===== config.mk =====
export PLATFORM = sky130hd
export DESIGN_NAME = bpred_tracker
export DESIGN_NICKNAME = d
export VERILOG_FILES = /design/src/rtl/bpred_tracker.sv
export SDC_FILE = /design/constraint.sdc
export NUM_CORES = 1
export LEC_CHECK = 0
export CAP_MARGIN = 15
export CORE_UTILIZATION = 50
export DETAILED_ROUTE_END_ITERATION = 16
export HOLD_SLACK_MARGIN = 0.15
export PLACE_DENSITY = 0.76
export SYNTH_ARGS = -nofsm -noshare
export SYNTH_HDL_FRONTEND = slang
export SYNTH_SLANG_ARGS = --single-unit

===== constraint.sdc =====
create_clock -name clk -period 8.75 [get_ports clk]
set_input_delay 1.75 -clock clk [delete_from_list [all_inputs] [get_ports clk]]
set_output_delay 1.75 -clock clk [all_outputs]
set_load 0.02 [all_outputs]

===== src/rtl/bpred_tracker.sv =====
// rtl/bpred_tracker.sv - in-flight branch tracker between fetch, execute and the 1-bit predictor
// Optional statistics counters are built only when BPRED_TRACKER_STATS_EN is defined.
module bpred_tracker #(
    parameter int PCWIDTH   = 32,
    parameter int DEPTH     = 4,
    parameter int LOG2DEPTH = 2
) (
    input  logic                 clk,
    input  logic                 resetn,
    input  logic                 fetch_branch,
    input  logic [PCWIDTH-1:0]   fetch_pc,
    output logic                 stall_fetch,
    output logic                 pred_valid,
    output logic                 pred_taken,
    input  logic                 resolve_valid,
    input  logic                 resolve_taken,
    input  logic                 squash,
    output logic                 mispredict,
    output logic                 err_underflow,
    output logic                 bp_predict,
    output logic [PCWIDTH-1:0]   bp_pc_predict,
    input  logic                 bp_prediction,
    output logic                 bp_result_rdy,
    output logic                 bp_result,
    output logic [PCWIDTH-1:0]   bp_pc_result,
    output logic [15:0]          stat_branches,
    output logic [15:0]          stat_mispredicts
);
    localparam int CW = LOG2DEPTH + 1;

    logic [PCWIDTH-1:0]   fifo_pc [DEPTH];
    logic [DEPTH-1:0]     fifo_pred;
    logic [LOG2DEPTH-1:0] head;
    logic [LOG2DEPTH-1:0] tail;
    logic [CW-1:0]        count;
    logic                 pend_v;
    logic [PCWIDTH-1:0]   pend_pc;

    logic [CW-1:0]        occ;
    logic                 fifo_empty;
    logic                 accept;
    logic                 resolve_ok;
    logic                 pop;
    logic                 bypass;
    logic                 push;
    logic [PCWIDTH-1:0]   entry_pc;
    logic                 entry_pred;
    logic [LOG2DEPTH-1:0] head_nxt;
    logic [LOG2DEPTH-1:0] tail_nxt;

    assign occ           = count + CW'(pend_v);
    assign fifo_empty    = (count == '0);
    assign stall_fetch   = (occ >= CW'(DEPTH));
    assign accept        = fetch_branch & ~stall_fetch & ~squash;
    assign bp_predict    = accept;
    assign bp_pc_predict = fetch_pc;
    assign pred_valid    = pend_v;
    assign pred_taken    = bp_prediction;

    // With the FIFO empty the oldest branch is the pending one, whose prediction is still on the wire.
    assign resolve_ok = resolve_valid & (occ != '0);
    assign pop        = resolve_ok & ~fifo_empty;
    assign bypass     = resolve_ok & fifo_empty;
    assign push       = pend_v & ~bypass & ~squash;
    assign entry_pc   = fifo_empty ? pend_pc : fifo_pc[head];
    assign entry_pred = fifo_empty ? bp_prediction : fifo_pred[head];

    assign head_nxt = (head == LOG2DEPTH'(DEPTH - 1)) ? '0 : head + 1'b1;
    assign tail_nxt = (tail == LOG2DEPTH'(DEPTH - 1)) ? '0 : tail + 1'b1;

    always_ff @(posedge clk) begin
        if (push) begin
            fifo_pc[tail]   <= pend_pc;
            fifo_pred[tail] <= bp_prediction;
        end
    end

    always_ff @(posedge clk or negedge resetn) begin
        if (!resetn) begin
            head          <= '0;
            tail          <= '0;
            count         <= '0;
            pend_v        <= 1'b0;
            pend_pc       <= '0;
            bp_result_rdy <= 1'b0;
            bp_result     <= 1'b0;
            bp_pc_result  <= '0;
            mispredict    <= 1'b0;
            err_underflow <= 1'b0;
        end else begin
            if (resolve_ok) begin
                bp_result_rdy <= 1'b1;
                bp_result     <= resolve_taken;
                bp_pc_result  <= entry_pc;
                mispredict    <= (resolve_taken != entry_pred);
            end else begin
                bp_result_rdy <= 1'b0;
                mispredict    <= 1'b0;
            end
            if (resolve_valid && occ == '0)
                err_underflow <= 1'b1;

            if (squash) begin
                head   <= '0;
                tail   <= '0;
                count  <= '0;
                pend_v <= 1'b0;
            end else begin
                if (pop)
                    head <= head_nxt;
                if (push)
                    tail <= tail_nxt;
                if (push && !pop)
                    count <= count + 1'b1;
                else if (pop && !push)
                    count <= count - 1'b1;
                pend_v <= accept;
            end
            if (accept)
                pend_pc <= fetch_pc;
        end
    end

`ifdef BPRED_TRACKER_STATS_EN
    logic [15:0] br_cnt;
    logic [15:0] mp_cnt;

    // Counters saturate rather than wrap and are deliberately untouched by squash.
    always_ff @(posedge clk or negedge resetn) begin
        if (!resetn) begin
            br_cnt <= '0;
            mp_cnt <= '0;
        end else begin
            if (resolve_ok && br_cnt != 16'hFFFF)
                br_cnt <= br_cnt + 16'd1;
            if (resolve_ok && (resolve_taken != entry_pred) && mp_cnt != 16'hFFFF)
                mp_cnt <= mp_cnt + 16'd1;
        end
    end

    assign stat_branches    = br_cnt;
    assign stat_mispredicts = mp_cnt;
`else
    assign stat_branches    = 16'd0;
    assign stat_mispredicts = 16'd0;
`endif

endmodule


=== After elaboration in Yosys (flattened, before gate mapping) ===
Memories as Yosys holds them, arrays and structs flattened.
Index checks and enable logic that the tools add are counted.
W data, S select, Z words.

* Add/sub/neg operators: 5
* Magnitude comparators: 4
* Eq/ne operators: 3
* Mux-type cells: 21
* Bitwise operators: 11
* Reductions and logical operators: 12

{| class="wikitable"
|+ Operators by type and width
! cell !! number
|-
| $mux W32 || 1
|-
| $mux W2 || 6
|-
| $mux W3 || 3
|-
| $mux W1 || 8
|-
| $and A1 B1 Y1 || 7
|-
| $logic_not A3 Y1 || 2
|-
| $lt A2 B3 Y1 const B || 2
|-
| $reduce_bool A3 Y1 || 2
|-
| $add A2 B1 Y2 const B || 2
|-
| $bwmux W4 || 1
|-
| $eq A2 B2 Y1 const B || 2
|-
| $logic_and A1 B1 Y1 || 4
|-
| $not A1 Y1 || 4
|-
| $reduce_bool A2 Y1 || 2
|-
| $add A3 B1 Y3 || 1
|-
| $add A3 B1 Y3 const B || 1
|-
| $ge A3 B3 Y1 const B || 1
|-
| $sub A3 B1 Y3 const B || 1
|-
| $bmux W1 S2 || 1
|-
| $demux W1 S2 || 1
|-
| $ge A2 B1 Y1 const B || 1
|-
| $logic_not A1 Y1 || 2
|-
| $ne A1 B1 Y1 || 1
|}

* Bits in registers: 80
* RAM bits: 128
* Input port bits: 39
* Logic and storage cells: 68
* Memories: 1

{| class="wikitable"
|+ Memories
! memory !! words !! bits a word !! read ports !! clocked after memory_dff !! wr ports !! line !! text
|-
| fifo_pc || 4 || 32 || 1 || 0 || 1 || 31 || <nowiki>logic [PCWIDTH-1:0] fifo_pc [DEPTH];</nowiki>
|}

=== Depth between registers and ports, before layout ===
Gate-level depths: netlist (run 1).

* Word-level depth: 12
* Gate-level depth with buffers: 9

=== Worst setup path after synthesis (run 1) ===
No wires, ideal clock.

* Path type: input port to output port
* Start: input fetch_branch
* End: output bp_predict
* Arrival time: 2.252 ns
* Setup slack: 4.748 ns
* Stages: 2
* Buffers on the path: 1
* Cells stage by stage: nor3b_4 > buf_4

* Longest elaborated chain between the ends: 2

{| class="wikitable"
|+ RTL lines
! item !! line !! text
|-
| from (decl) || 10 || <nowiki>input logic fetch_branch,</nowiki>
|-
| $and A1 B1 Y1 (2 in a row) || 54 || <nowiki>assign accept = fetch_branch & ~stall_fetch & ~squash;</nowiki>
|-
| to (decl) || 20 || <nowiki>output logic bp_predict,</nowiki>
|}

No other way between the ends.

=== Worst setup path in the final report (run 1) ===
* Start: input squash
* End: output bp_predict

* Longest elaborated chain between the ends: 2

{| class="wikitable"
|+ RTL lines
! item !! line !! text
|-
| from (decl) || 17 || <nowiki>input logic squash,</nowiki>
|-
| $not A1 Y1 || 54 ||
|-
| $and A1 B1 Y1 || 54 ||
|}

No other way between the ends.

==> results of run 1 <==
## layer usage
layer	wire length [µm]	vias to the layer above	GRT usage [%]
li1	-	2013	-
met1	6620	2260	24.2
met2	7460	164	29.5
met3	804	21	2.70
met4	233	0	4.73
met5	0	-	0
## cell usage in the layout (no fill, tap or decap), types with 5 or more instances in the layout
cell,synthesis,routed
clkbuf_16,0,23
mux2_2,34,34
mux4_2,33,33
mux2i_1,35,35
ha_1,7,7
inv_1,6,6
nor2_1,9,9
conb_1,1,32
clkdlybuf4s50_1,0,109
o21ai_0,34,34
dfrtp_1,76,74
clkinv_2,0,5
edfxtp_1,132,132
nand2_1,37,37
## metrics by stage
step / setup slack, ns / power [mW] / utilization (%)
2_1_floorplan: 4.75 / 2.19 / -
3_3_place_gp: 3.17 / 2.51 / 57.1
3_5_place_dp: 3.15 / 2.55 / 57.1
4_1_cts: 3.14 / 3.54 / 61.9
5_1_grt: 3.07 / 3.68 / 61.9
6_report: 3.13 / 3.51 / 61.9
## worst paths after layout
path,from,end,slack (ns),depth (start not counted)
max,squash,bp_predict,3.13,4
min reg2reg,err_underflow,err_underflow,0.48,1
min in group asynchronous,resetn,pend_pc[17],1.44,1
max in group asynchronous,resetn,head[1],6.57,1
max reg2reg,pred_valid,fifo_pc[2][30],5.55,7
min,err_underflow,err_underflow,0.48,1
## worst max-delay path: cells and delay by family
kind	cells	cell delay (ns)
and+or+nand+nor	1	0.26
buffers and inverters	3	1.82
## state kept, by name (all words and copies together) (netlist names)
| name | cells |
|---|---|
| bp_pc_result | 32 |
| bp_result | 1 |
| bp_result_rdy | 1 |
| count | 3 |
| err_underflow | 1 |
| fifo_pc | 128 |
| fifo_pred | 4 |
| head | 2 |
| mispredict | 1 |
| pend_pc | 32 |
| pred_valid | 1 |
| tail | 2 |
## final cells by class
cell class	count	share of cell area [%]
Clock buffer	25	5.82
Clock inverter	15	1.86
Tap cell	220	2.65
Sequential cell	208	56.6
Timing Repair Buffer	113	10.8
Multi-Input combinational cell	251	22.0
Inverter	7	0.253
## Yosys cell counts
cell type / instances
edfxtp_1: 132
dfrtp_1: 76
buf_4: 68
nand2_1: 37
mux2i_1: 35
mux2_2: 34
o21ai_0: 34
mux4_2: 33
buf_2: 14
nor2_1: 9
ha_1: 7
clkbuf_1: 6
inv_1: 6
and2_1: 4
a21oi_1: 3
a211oi_1: 2
nor2b_1: 2
nor3_1: 2
a21boi_0: 1
a311oi_1: 1
a31o_2: 1
a31oi_1: 1
conb_1: 1
fa_1: 1
inv_2: 1
nand2b_1: 1
nand3b_1: 1
nor3b_4: 1
o211a_1: 1
o21ai_2: 1
o31ai_1: 1
o32ai_1: 1
or2_2: 1
or3_1: 1
or4_1: 1
xnor2_2: 1
xor2_1: 1
## power breakdown
part / internal, mW / total, mW / switching (mW)
registers: 1.31 / 1.47 / 0.168
logic: 0.502 / 1.04 / 0.540
clock network: 0.616 / 0.992 / 0.377
total: 2.42 / 3.51 / 1.08
## kinds of logic after synthesis
| family | count (synthesis) |
|---|---|
| other cells | 1 |
| buf+inv | 95 |
| fa+ha+maj | 8 |
| compound gates | 47 |
| simple gates | 60 |
| xor+xnor | 2 |
| mux | 102 |
| flops | 208 |
==> impl_metrics.env, run 1 <==
export IMPL_outcome="complete, no violations"
export IMPL_hold_viol=0
export IMPL_holdBufCountCts=0
export IMPL_n_antenna_cell=0
export IMPL_fill_cells=1174
export IMPL_vias=4458
export IMPL_peakVddDrop_uv=213
export IMPL_min_path_type="register to register"
export IMPL_cts_buffer_depth=3
export IMPL_gr_total_overflow=0
export IMPL_synth_mux_area_fraction_pct=17.1
export IMPL_grt_usage_pct=17.6
export IMPL_syn_to_final_growth_pct=19.9
export IMPL_dp_cells=799
export IMPL_syn_inst=523
export IMPL_cts_resized=0
export IMPL_finClkSkew_ns=0.0143
export IMPL_cp_slowest_cell="clkdlybuf4s50_1"
export IMPL_critPathCaptureType="output port"
export IMPL_fmax_ghz=0.178
export IMPL_max_slew_margin_pct=22.4
export IMPL_place_port_buffers=110
export IMPL_rsz0062_at_grt="false"
export IMPL_drt_wl_total_um=15100
export IMPL_synth_cell_types=37
export IMPL_yosys_area_share_xor_xnor_pct=0.289
export IMPL_tritoncts="yes"
export IMPL_seq_area_um2=5870
export IMPL_antenna_found_initial=0
export IMPL_die_area_um2=17800
export IMPL_synth_top_family_by_area="multiplexers"
export IMPL_htreeDepth=1
export IMPL_finalSetupViolations=0
export IMPL_clkLatencyLatePin_ns=0.50
export IMPL_yosysWarnings=0
export IMPL_synth_compound_area_share_pct=3.08
export IMPL_multi_input_area_um2=2280
export IMPL_cts_buffers=22
export IMPL_cp_common_cell="clkdlybuf4s50_1"
export IMPL_crit_path_max_fanout=34
export IMPL_worst_setup_path_type="input port to output port"
export IMPL_powerDensity_nw_per_um2=338
export IMPL_wl_per_cell_um=18.0
export IMPL_place_congestion=0.828
export IMPL_drt_iter0_markers=227
export IMPL_period_minus_slack_ns=5.62
export IMPL_placed_area_um2=9570
export IMPL_drtPass1Iterations=4
export IMPL_drive_gt1_share_pct=20.0
export IMPL_grt_pass1_vias=4536
export IMPL_ys_seq_area_share_pct=67.8
export IMPL_syn_cell_area_um2=8650
export IMPL_arrival_ns=3.87
export IMPL_power_leakage_nw=3.82
export IMPL_timing_final_max_slew_violations=0
export IMPL_final_area_um2=10400
export IMPL_dp_hpwl_um=8470
export IMPL_final_period_utilization_pct=64.2
export IMPL_drv_cap=0
export IMPL_via_per_inst=5.31
export IMPL_fp_coreArea_um2=16800
export IMPL_whs_ns=0.476
export IMPL_finalSetupTns_ns=0
export IMPL_synth_simple_gate_area_share_pct=3.15
export IMPL_ant_nets=0
export IMPL_fin_cells=839
export IMPL_start_kind="input port"
export IMPL_crit_required_ns=7.00
export IMPL_io_pins=143
export IMPL_critical_path_max_stage_delay_ns=0.70
export IMPL_cts_setup_buffers=0
export IMPL_synth_fa_ha_area_share_pct=1.24
export IMPL_worst_slew_pin_slew_ns=1.16
export IMPL_grt_pass1_wl_um=24100
export IMPL_crit_path_cell_trace="clkdlybuf4s50_1 -> nor3b_4 -> buf_4 -> clkdlybuf4s50_1"
export IMPL_fp_dieW_um=134
export IMPL_die_h_um=134
export IMPL_initial_core_util_pct=51.6
export IMPL_syn_area_per_cell_um2=16.5
export IMPL_synth_top_area_share_pct=45.8
export IMPL_root_buffer="clkbuf_16"
export IMPL_grt_max_degree=77
export IMPL_nets=650
export IMPL_drcViolationCount=0
export IMPL_ys_seq_elements=208
export IMPL_cts_clk_slew_worst_paths_ns=0.06
export IMPL_synth_top_cell_by_area="edfxtp_1"
export IMPL_rows=47
export IMPL_clock_sinks=208
export IMPL_synth_area_leaders="edfxtp_1, dfrtp_1, mux4_2"
(Power assumes the default switching activity.)
==> run 2, diff against run 1 <==
Clock period 8.75 ns to 5.2 ns, I/O delays scaled along.
==> run 2 against run 1 <==
Clock power grew 56%. Design area shrank 0.74%. Critical path depth grew 2. Largest cell class unchanged. Largest power group unchanged.
==> impl_metrics.env, run 2 (synthesis gave the netlist of run 1 again) <==
export IMPL_critical_path_max_stage_delay_ns=0.66
export IMPL_crit_path_max_fanout=8
export IMPL_hold_viol=0
export IMPL_path_buf_inv=2
export IMPL_timing_final_max_slew_violations=0
export IMPL_initial_core_util_pct=51.6
export IMPL_syn_to_final_growth_pct=19.0
export IMPL_mostFrequentLayoutCell="edfxtp_1"
export IMPL_regMostFlops="fifo_pc"
export IMPL_cp_slowest_cell="clkdlybuf4s50_1"
export IMPL_gr_total_overflow=0
export IMPL_root_buffer="clkbuf_16"
export IMPL_ant_nets=0
export IMPL_grt_max_degree=77
export IMPL_final_period_utilization_pct=73.8
export IMPL_powerDensity_nw_per_um2=564
export IMPL_clock_sinks=208
export IMPL_grt_pass1_wl_um=24500
export IMPL_fp_dieW_um=134
export IMPL_rows=47
export IMPL_rrSetupSlack_ns=2.04
export IMPL_place_port_buffers=110
export IMPL_drive_gt1_share_pct=19.6
export IMPL_die_area_um2=17800
export IMPL_drtPass1Iterations=4
export IMPL_power_leakage_nw=3.80
export IMPL_vias=4374
export IMPL_finalSetupTns_ns=0
export IMPL_worst_slew_pin_slew_ns=1.17
export IMPL_via_per_inst=5.23
export IMPL_max_slew_margin_pct=22.1
export IMPL_place_congestion=0.767
export IMPL_worstHoldStart="err_underflow"
export IMPL_period_minus_slack_ns=3.84
export IMPL_cts_buffers=21
export IMPL_top_regs="fifo_pc: 128 flops, bp_pc_result: 32 flops, pend_pc: 32 flops"
export IMPL_rr_startpoint="pred_valid"
export IMPL_fill_cells=1201
export IMPL_io_pins=143
export IMPL_dp_hpwl_um=8930
export IMPL_cts_resized=0
export IMPL_arrival_ns=2.80
export IMPL_min_path_type="register to register"
export IMPL_cts_setup_buffers=0
export IMPL_fp_coreArea_um2=16800
export IMPL_largest_reg_flops=128
export IMPL_cp_top_family="buffers and inverters"
export IMPL_crit_required_ns=4.16
export IMPL_r2r_cells=7
export IMPL_drt_wl_total_um=15100
export IMPL_grt_pass1_vias=4605
export IMPL_crit_path_cell_trace="ha_1 -> ha_1 -> xnor2_2 -> inv_2 -> nor3b_4 -> clkdlybuf4s50_1"
export IMPL_reg2reg_to="fifo_pc[2][3]"
export IMPL_fmax_ghz=0.260
export IMPL_grt_usage_pct=17.9
export IMPL_clkLatencyLatePin_ns=0.50
export IMPL_rsz0062_at_grt="false"
export IMPL_cts_buffer_depth=3
export IMPL_finalSetupViolations=0
export IMPL_peakVddDrop_uv=314
export IMPL_drcViolationCount=0
export IMPL_drt_iter0_markers=282
export IMPL_antenna_found_initial=0
export IMPL_finClkSkew_ns=0.0136
export IMPL_n_antenna_cell=0
export IMPL_worst_setup_path_type="register to output port"
export IMPL_nets=649
export IMPL_cp_common_cell="ha_1"
export IMPL_htreeDepth=1
export IMPL_final_cell_mix="edfxtp_1, clkdlybuf4s50_1, dfrtp_1, nand2_1, mux2i_1"
export IMPL_start_kind="register"
export IMPL_tritoncts="yes"
export IMPL_critPathCaptureType="output port"
export IMPL_holdPathEnd="err_underflow"
export IMPL_hold_depth=1
export IMPL_outcome="complete, no violations"
export IMPL_wl_per_cell_um=18.1
export IMPL_holdBufCountCts=0
export IMPL_drv_cap=0
export IMPL_finalCoreUtilization_pct=61.4
export IMPL_cts_clk_slew_worst_paths_ns=0.06
export IMPL_die_h_um=134
run 2: changes by cell type in the layout (fill, tap and decap cells not counted):
cell and delta:
clkinv_1 +1, bufinv_16 -1, clkinv_2 +1, clkbuf_16 -2
clkinvlp_4 -3, inv_6 +2
run 2: metal layers:
metal  wire, µm  part of all wire, %  track usage [%]
met5          0                    0                0
met4        326                  2.2             5.87
met3        821                  5.4             3.01
met2       7510                   50             30.3
met1       6450                   43             23.6
run 2: power by group:
part | internal [mW] | switching [mW]
clock network | 0.924 | 0.625
logic | 0.845 | 0.936
registers | 2.20 | 0.274
run 2: cell type report:
class	count	area, µm²	area share (%)
Timing Repair Buffer	113	1120	10.9
Inverter	7	26.3	0.255
Clock buffer	23	553	5.37
Tap cell	220	275	2.67
Clock inverter	15	166	1.62
Multi-Input combinational cell	251	2280	22.2
Sequential cell	208	5870	57.0
run 2: stage by stage:
| stage | setup WS [ns] | std cells | hold WS (ns) | power (mW) | instance area, µm² |
|---|---|---|---|---|---|
| floorplan | 2.14 | 554 | 0.492 | 3.68 | 8760 |
| global placement | 1.47 | 799 | 0.459 | 4.21 | 9570 |
| detailed placement | 1.44 | 799 | 0.458 | 4.31 | 9570 |
| CTS | 1.34 | 837 | 0.473 | 5.86 | 10300 |
| global route | 1.28 | 837 | 0.508 | 6.10 | 10300 |
| finish | 1.36 | 837 | 0.475 | 5.80 | 10300 |
run 2: how the worst max path moves through the flow:
stage / start / end / slack [ns] / cells after the start
floorplan: pred_valid / fifo_pc[3][0] / 2.14 / 7
global placement: squash / bp_predict / 1.47 / 3
detailed placement: squash / bp_predict / 1.44 / 3
CTS: pred_valid / bp_predict / 1.34 / 6
global route: pred_valid / bp_predict / 1.28 / 6
finish: pred_valid / bp_predict / 1.36 / 6
run 2: worst register-to-register path, stage by stage (launching register included):
cell     delay (ns)
dfrtp_1        0.46
ha_1           0.24
ha_1           0.21
xnor2_2        0.30
inv_2          0.14
o211a_1        0.29
nor3_1         0.30
and2_2         0.84
==> run 3, diff against run 2 <==
Settings changed: CORE_UTILIZATION 50 to 48.
Clock period 5.2 ns to 3.5 ns, I/O delays scaled along.
==> run 3 against run 2 <==
Sequential power increased by 50%. Utilization shrank 2.2 points. Sequential cell count stayed put. Clock power up 34%. Register-to-register slack worse by 1.6 ns. Clock-buffer cell count up 2.
==> impl_metrics.env, run 3 (synthesis gave the netlist of run 1 again) <==
export IMPL_critPathCaptureType="output port"
export IMPL_cts_resized=0
export IMPL_place_congestion=0.723
export IMPL_worst_slew_pin_slew_ns=1.14
export IMPL_cts_buffers=21
export IMPL_crit_path_cell_trace="ha_1 -> ha_1 -> xnor2_2 -> inv_2 -> clkdlybuf4s50_1"
export IMPL_outcome="complete, no violations"
export IMPL_critical_path_max_stage_delay_ns=0.57
export IMPL_io_pins=143
export IMPL_wl_per_cell_um=18.0
export IMPL_die_h_um=136
export IMPL_grt_max_degree=77
export IMPL_drt_iter0_markers=244
export IMPL_grt_pass1_wl_um=24800
export IMPL_startpoint="pred_valid"
export IMPL_min_path_type="input port to asynchronous set/reset pin"
export IMPL_regMostFlops="fifo_pc"
export IMPL_place_port_buffers=110
export IMPL_fp_dieW_um=136
export IMPL_drtPass1Iterations=5
export IMPL_cts_buffer_depth=3
export IMPL_rr_startpoint="pred_valid"
export IMPL_tritoncts="yes"
export IMPL_mostFrequentLayoutCell="edfxtp_1"
export IMPL_dp_hpwl_um=9570
export IMPL_htreeDepth=1
export IMPL_finClkSkew_ns=0.00943
export IMPL_cp_common_cell="ha_1"
export IMPL_peakVddDrop_uv=493
export IMPL_drcViolationCount=0
export IMPL_grt_pass1_vias=4661
export IMPL_whs_ns=0.365
export IMPL_gr_total_overflow=0
export IMPL_period_minus_slack_ns=3.13
export IMPL_initial_core_util_pct=49.6
export IMPL_n_antenna_cell=0
export IMPL_crit_path_max_fanout=8
export IMPL_rsz0062_at_grt="false"
export IMPL_final_period_utilization_pct=89.3
export IMPL_finalSetupTns_ns=0
export IMPL_via_per_inst=5.29
export IMPL_syn_to_final_growth_pct=19.3
export IMPL_start_kind="register"
export IMPL_cp_slowest_cell="clkdlybuf4s50_1"
export IMPL_drive_gt1_share_pct=19.9
export IMPL_hold_viol=0
export IMPL_root_buffer="clkbuf_16"
export IMPL_finalSetupViolations=0
export IMPL_antenna_found_initial=0
export IMPL_worst_setup_path_type="register to output port"
export IMPL_r2r_cells=8
export IMPL_clock_sinks=208
export IMPL_fmax_ghz=0.320
export IMPL_arrival_ns=2.43
export IMPL_cts_setup_buffers=0
export IMPL_cts_clk_slew_worst_paths_ns=0.06
export IMPL_crit_required_ns=2.80
export IMPL_holdBufCountCts=0
export IMPL_rows=48
export IMPL_fp_coreArea_um2=17400
export IMPL_ant_nets=0
export IMPL_max_slew_margin_pct=24.1
export IMPL_crit_end="stall_fetch"
export IMPL_timing_final_max_slew_violations=0
export IMPL_vias=4490
export IMPL_powerDensity_nw_per_um2=816
export IMPL_drv_cap=0
export IMPL_top_regs="fifo_pc: 128 flops, bp_pc_result: 32 flops, pend_pc: 32 flops"
export IMPL_reg2reg_to="fifo_pc[3][30]"
export IMPL_rrSetupSlack_ns=0.48
export IMPL_die_area_um2=18600
export IMPL_nets=656
export IMPL_clkLatencyLatePin_ns=0.49
export IMPL_drt_wl_total_um=15300
export IMPL_grt_usage_pct=17.5
export IMPL_largest_reg_flops=128
export IMPL_power_leakage_nw=3.82
export IMPL_final_cell_mix="edfxtp_1, clkdlybuf4s50_1, dfrtp_1, nand2_1, mux2i_1"
-- run 3: cell count changes in the layout (fill, tap and decap cells not counted), moves of 2 or more --
cell       previous run  this run
clkbuf_1              0         4
buf_12                0         3
clkinv_2              6         8
clkbuf_8              2         0
bufinv_16             3         1
buf_4                 4         8
-- run 3: power breakdown --
part           switching [mW]  internal (mW)
Clock                   0.880           1.19
Combinational            1.35           1.28
Sequential              0.451           3.26
Total                    2.68           5.73
-- run 3: stage by stage --
step | power, mW | setup WS (ns) | instance area [µm²] | utilization [%] | cells
floorplan | 5.47 | 0.438 | 8760 | - | 554
global placement | 6.31 | 0.629 | 9670 | 55.5 | 811
detailed placement | 6.42 | 0.537 | 9670 | 55.5 | 811
CTS | 8.52 | 0.0279 | 10300 | 59.2 | 849
global route | 8.88 | 0.284 | 10300 | 59.2 | 849
finish | 8.41 | 0.373 | 10300 | 59.2 | 849
-- run 3: area by class of cell --
type                            instances  area (µm²)
Sequential cell                       208        5870
Tap cell                              225         282
Inverter                                7        26.3
Fill cell                            1259        7100
Timing Repair Buffer                  120        1210
Clock buffer                           25         541
Multi-Input combinational cell        251        2280
Clock inverter                         13         100
-- run 3: layer usage --
| metal | up-vias | global-route usage [%] | part of all wire [%] |
|---|---|---|---|
| li1 | 2026 | - | - |
| met1 | 2273 | 22.8 | 42 |
| met2 | 166 | 30.5 | 51 |
| met3 | 25 | 3.06 | 5.0 |
| met4 | 0 | 4.14 | 1.8 |
| met5 | - | 0 | 0 |
-- run 3: how the worst min path moves through the flow --
stage,end,cells after the start,startpoint
finish,pend_pc[27],1,resetn
global route,pend_pc[30],1,resetn
CTS,pend_pc[30],1,resetn
detailed placement,bp_result,2,bp_result
global placement,bp_result,2,bp_result
floorplan,bp_pc_result[0],0,resetn
-- run 3: worst max-delay path, delay by kind of cell (launching register included) --
family                     cells  cell delay [ns]
adders and majority gates      2             0.47
buffers and inverters          2             0.71
DFF                            1             0.47
xor gates and xnor gates       1             0.29
